[src/rtl/aes_pkg.sv]
// Shared AES constants, round-constant helpers and the key-schedule FSM state type.
package aes_pkg;

  localparam int AES_ROUNDS = 10;
  localparam int AES_NK     = 4;

  // Rcon for rounds 1..10, round 1 in the most significant byte.
  localparam logic [79:0] AES_RCON_TABLE = 80'h01_02_04_08_10_20_40_80_1b_36;

  typedef enum logic [1:0] {
    IDLE   = 2'd0,
    EXPAND = 2'd1,
    DONE   = 2'd2
  } key_state_e;

  function automatic logic [7:0] xtime(input logic [7:0] r);
    return {r[6:0], 1'b0} ^ (r[7] ? 8'h1b : 8'h00);
  endfunction

  function automatic logic [7:0] rcon_of(input int rnd);
    return AES_RCON_TABLE[8*(AES_ROUNDS-rnd) +: 8];
  endfunction

endpackage

[src/rtl/aes_key_round_step.sv]
// One AES-128 key-schedule step: previous round key plus substituted word gives the next key.
module aes_key_round_step
  import aes_pkg::*;
(
  input  logic [32*AES_NK-1:0] i_prev,
  input  logic [31:0]          i_new_sboxw,
  input  logic [7:0]           i_rcon,
  output logic [32*AES_NK-1:0] o_next
);

  logic [31:0] w_t;
  logic [31:0] w_w0;
  logic [31:0] w_w1;
  logic [31:0] w_w2;
  logic [31:0] w_w3;

  // The S-box already ran on w3, so only RotWord and the Rcon fold remain here.
  assign w_t  = {i_new_sboxw[23:0], i_new_sboxw[31:24]} ^ {i_rcon, 24'h0};
  assign w_w0 = i_prev[127:96] ^ w_t;
  assign w_w1 = i_prev[95:64]  ^ w_w0;
  assign w_w2 = i_prev[63:32]  ^ w_w1;
  assign w_w3 = i_prev[31:0]   ^ w_w2;

  assign o_next = {w_w0, w_w1, w_w2, w_w3};

endmodule

[src/rtl/aes_key_expansion.sv]
// AES-128 key schedule: expands one round key per cycle into an 11-entry register file
// that the round stages read combinationally by round index.
module aes_key_expansion
  import aes_pkg::*;
(
  input  logic         clk,
  input  logic         reset_n,
  input  logic [127:0] key,
  input  logic         init,
  output logic [31:0]  sboxw,
  input  logic [31:0]  new_sboxw,
  input  logic [3:0]   round,
  output logic [127:0] round_key,
  output logic         ready,
  output logic         key_valid
);

  key_state_e   r_state;
  logic [127:0] r_key_mem [0:AES_ROUNDS];
  logic [127:0] r_prev;
  logic [3:0]   r_rnd_ctr;
  logic [7:0]   r_rcon;
  logic         r_ready;
  logic         r_key_valid;
  logic [127:0] w_next_key;

  aes_key_round_step u_step (
    .i_prev      (r_prev),
    .i_new_sboxw (new_sboxw),
    .i_rcon      (r_rcon),
    .o_next      (w_next_key)
  );

  always_ff @(posedge clk) begin
    if (!reset_n) begin
      r_state     <= IDLE;
      r_prev      <= '0;
      r_rnd_ctr   <= '0;
      r_rcon      <= 8'h01;
      r_ready     <= 1'b1;
      r_key_valid <= 1'b0;
      for (int i = 0; i <= AES_ROUNDS; i++) begin
        r_key_mem[i] <= '0;
      end
    end else begin
      case (r_state)
        IDLE, DONE: begin
          if (init) begin
            r_key_mem[0] <= key;
            r_prev       <= key;
            r_rnd_ctr    <= 4'd1;
            r_rcon       <= 8'h01;
            r_ready      <= 1'b0;
            r_key_valid  <= 1'b0;
            r_state      <= EXPAND;
          end
        end
        EXPAND: begin
          // Init requests are deliberately dropped here; the schedule always runs to completion.
          r_key_mem[r_rnd_ctr] <= w_next_key;
          r_prev               <= w_next_key;
          r_rcon               <= xtime(r_rcon);
          r_rnd_ctr            <= r_rnd_ctr + 4'd1;
          if (r_rnd_ctr == 4'(AES_ROUNDS)) begin
            r_state     <= DONE;
            r_ready     <= 1'b1;
            r_key_valid <= 1'b1;
          end
        end
        default: r_state <= IDLE;
      endcase
    end
  end

  always_comb begin
    round_key = '0;
    if (round <= 4'(AES_ROUNDS)) begin
      round_key = r_key_mem[round];
    end
  end

  assign sboxw     = r_prev[31:0];
  assign ready     = r_ready;
  assign key_valid = r_key_valid;

endmodule

[config.mk]
export PLATFORM = sky130hd
export DESIGN_NAME = aes_key_expansion
export DESIGN_NICKNAME = d
export VERILOG_FILES = /design/src/rtl/aes_pkg.sv /design/src/rtl/aes_key_round_step.sv /design/src/rtl/aes_key_expansion.sv
export SDC_FILE = /design/constraint.sdc
export NUM_CORES = 2
export LEC_CHECK = 0
export BUFFER_PORTS_ARGS = -buffer_cell sky130_fd_sc_hd__buf_2
export CAP_MARGIN = 25
export CORE_MARGIN = 1.5
export CORE_UTILIZATION = 64
export DETAILED_ROUTE_END_ITERATION = 7
export PLACE_DENSITY = 0.83
export SLEW_MARGIN = 0
export SYNTH_ARGS = -nofsm -noshare
export SYNTH_HDL_FRONTEND = slang
export SYNTH_SLANG_ARGS = --single-unit
[constraint.sdc]
create_clock -name clk -period 33.5 [get_ports clk]
set_input_delay 8.375 -clock clk [delete_from_list [all_inputs] [get_ports clk]]
set_output_delay 8.375 -clock clk [all_outputs]
set_load 0.02 [all_outputs]
==> flow_metrics.py <==
metrics = {
    "clock_network": {
        "htree_levels": 4,
        "clkTransAtPathRegs_ns": 0.06,
        "worstSkewPairLatency_ns": 0.79,
        "cts-hold-fix-buffers": 0,
        "cts_resized": 0,
        "cts_sinks": 1552,
        "cts_tree": "done",
        "clockRootBuffer": "clkbuf_16",
        "cts_inserted_buffers": 153,
        "clock_path_buffers": 3,
        "postCtsSetupBuffers": 0,
    },
    "pwr": {
        "clkPwrFrac_pct": 34.6,
        "peakVddDrop_v": 0.0000520,
        "power_mw": 4.87,
        "p_per_area_nw_per_um2": 64.5,
        "intPower_mw": 3.46,
        "leakage_nw": 28.5,
        "switching_share_pct": 29.0,
        "power.share.combinational_pct": 17.9,
        "p_seq_share_pct": 47.5,
        "p_switching_mw": 1.41,
    },
    "placed_design": {
        "io_buffers": 328,
        "hpwl_um": 120000,
        "place_area_um2": 70400,
        "place_congestion": 0.872,
        "pre_cts_ws_ns": 13.19,
        "placed_cells": 6711,
    },
    "sta": {
        "hold_viol_final": 0,
        "setup_viol": 0,
        "worst_pin_slew_ns": 1.26,
        "finalWorstSetupSlack_ns": 13.07,
        "fmax_mhz": 49.0,
        "finClkSkew_ns": 0.0394,
        "holdWs_ns": 0.446,
        "finalCritPeriodShare_pct": 61.0,
        "rsz0062_at_grt": "false",
        "finalSetupTns_ns": 0,
        "slew_violations": 0,
        "slew_headroom_pct": 16.0,
        "post-route-min-period_ns": 20.43,
    },
    "yosys": {
        "synth_cell_types": 59,
        "synthArstFlopShare_pct": 0,
        "synth_ff_type": "edfxtp_1",
        "ys_seq_elements": 1552,
        "synth_edf_count": 1280,
        "synth.yosys.warnings": 0,
        "syn_avg_cell_area_um2": 12.7,
        "syn_inst": 5383,
        "syn-num-nets": 5552,
        "ys_seq_area_share_pct": 64.1,
        "syn-cell-area_um2": 68400,
    },
    "final_layout": {
        "fin_cells": 7019,
        "register_area_um2": 43900,
        "layout_commonest_cell": "nor2_1",
        "final_cell_mix": "1353 x nor2_1, 1280 x edfxtp_1, 526 x nand2_1",
        "fillers": 6624,
        "stdcell_area_um2": 75400,
        "area_delta_synth_final_pct": 10.2,
        "final_core_utilization_pct": 71.4,
        "nets": 5652,
        "multi_input_area_um2": 21700,
        "layout-drive-gt1-share_pct": 17.2,
    },
    "floorplanning": {
        "fp.dieArea_um2": 109000,
        "dieHeight_um": 330,
        "fp.dieW_um": 330,
        "start_util_pct": 64.7,
        "io_pins": 329,
        "core_um2": 106000,
        "rows": 119,
    },
    "worst_setup_path": {
        "critPathKind": "in -> out",
        "critPathCaptureType": "primary output",
        "start_kind": "input port",
        "cp.arrival_ns": 12.05,
        "cp_data_required_time_ns": 25.12,
        "worstPathMaxFanout": 83,
    },
    "route": {
        "vias": 48000,
        "drc": 0,
        "first_iter_violations": 7759,
        "antenna_left": 0,
        "avgRoutedWirePerCell_um": 30.7,
        "vias_per_cell": 6.84,
        "routed_wl_um": 216000,
        "dr.pass1.iters": 6,
    },
    "outcome": {
        "status": "finished, final reports clean",
    },
    "job": {
        "drv_cap": 0,
    },
    "global_route": {
        "track_usage_pct": 39.8,
        "overflow": 0,
        "grt_pass1_wl_um": 310000,
        "grt_pass1_vias": 47500,
        "grt_max_degree": 129,
        "antenna_found_initial": 23,
    },
    "hold_path": {
        "hold_class": "reg -> reg",
    },
}
## cells by family after synthesis
| logic type | after synthesis | share of synthesized area, % |
|---|---|---|
| compound gates | 649 | 6.28 |
| xor+xnor | 167 | 3.55 |
| fa+ha+maj | 2 | 0.0366 |
| buf+inv | 652 | 4.48 |
| flops | 1552 | 64.1 |
| mux | 385 | 10.3 |
| simple gates | 1976 | 11.2 |
## path summary, 6_finish.rpt
kind | cells past startpoint | start | slack, ns | to
setup / recovery | 8 | round[1] | 13.07 | round_key[92]
hold / removal | 2 | r_prev[74] | 0.45 | r_prev[74]
setup reg to reg | 5 | r_state[0] | 28.95 | r_key_mem[7][56]
hold reg to reg | 2 | r_prev[74] | 0.45 | r_prev[74]
## power groups by stage
stage / Clock [mW] / Combinational [mW] / Sequential (mW)
2_1_floorplan: 0 / 0.570 / 2.33
3_3_place_gp: 0 / 0.810 / 2.34
3_5_place_dp: 0 / 0.829 / 2.34
4_1_cts: 1.67 / 0.838 / 2.31
5_1_grt: 1.75 / 0.904 / 2.32
6_report: 1.68 / 0.874 / 2.31
## synth_stat cells, types with 3 or more instances
library cell	n	area, um^2
a2111oi_0	24	210
a211oi_1	57	428
a21boi_2	12	135
a21oi_1	206	1030
a22o_1	4	35.0
a22oi_1	64	480
a2bb2oi_1	25	219
a31oi_1	24	150
and2_1	25	156
buf_1	37	139
buf_2	225	1130
buf_4	40	300
buf_6	25	282
clkbuf_1	167	627
dfxtp_1	272	5450
edfxtp_1	1280	38400
inv_1	158	593
mux2i_1	129	1290
mux4_2	256	5770
nand2_1	535	2010
nand2b_1	29	181
nand3_1	9	45.0
nand3b_1	3	22.5
nor2_1	1355	5090
nor2b_1	5	31.3
o211a_1	7	70.1
o211ai_1	128	961
o21ai_0	58	290
o22ai_1	25	156
xnor2_1	67	587
xnor3_1	34	766
xor2_1	32	280
xor3_1	31	737
## worst max-delay path, stage by stage
cell and delay [ns]:
buf_8 0.59, buf_4 0.88, buf_4 0.94, mux2i_1 0.19
nor2_1 0.16, a21oi_1 0.09, o211ai_1 0.44, buf_2 0.26
## routing by layer
layer	up-vias	GRT usage (%)	part of all wire, %
li1	19300	-	-
met1	23300	50.6	32
met2	4572	59.8	45
met3	796	13.9	17
met4	18	22.8	5.9
met5	-	0	0.052
## cell type report
type                            instances  share of cell area (%)
Inverter                              158                   0.788
Clock inverter                         64                   0.763
Tap cell                             1391                    2.31
Timing Repair Buffer                  439                    3.48
Sequential cell                      1552                    58.2
Antenna cell                           13                  0.0431
Clock buffer                          223                    5.68
Multi-Input combinational cell       3179                    28.8
## state kept, by name, summed over array words and instances (netlist names)
register and cells:
r_rnd_ctr 4, r_key_mem 1408, r_rcon 8, r_state 2, r_prev 128, ready 1, key_valid 1
Note: power is estimated with default switching activity, not from simulation.
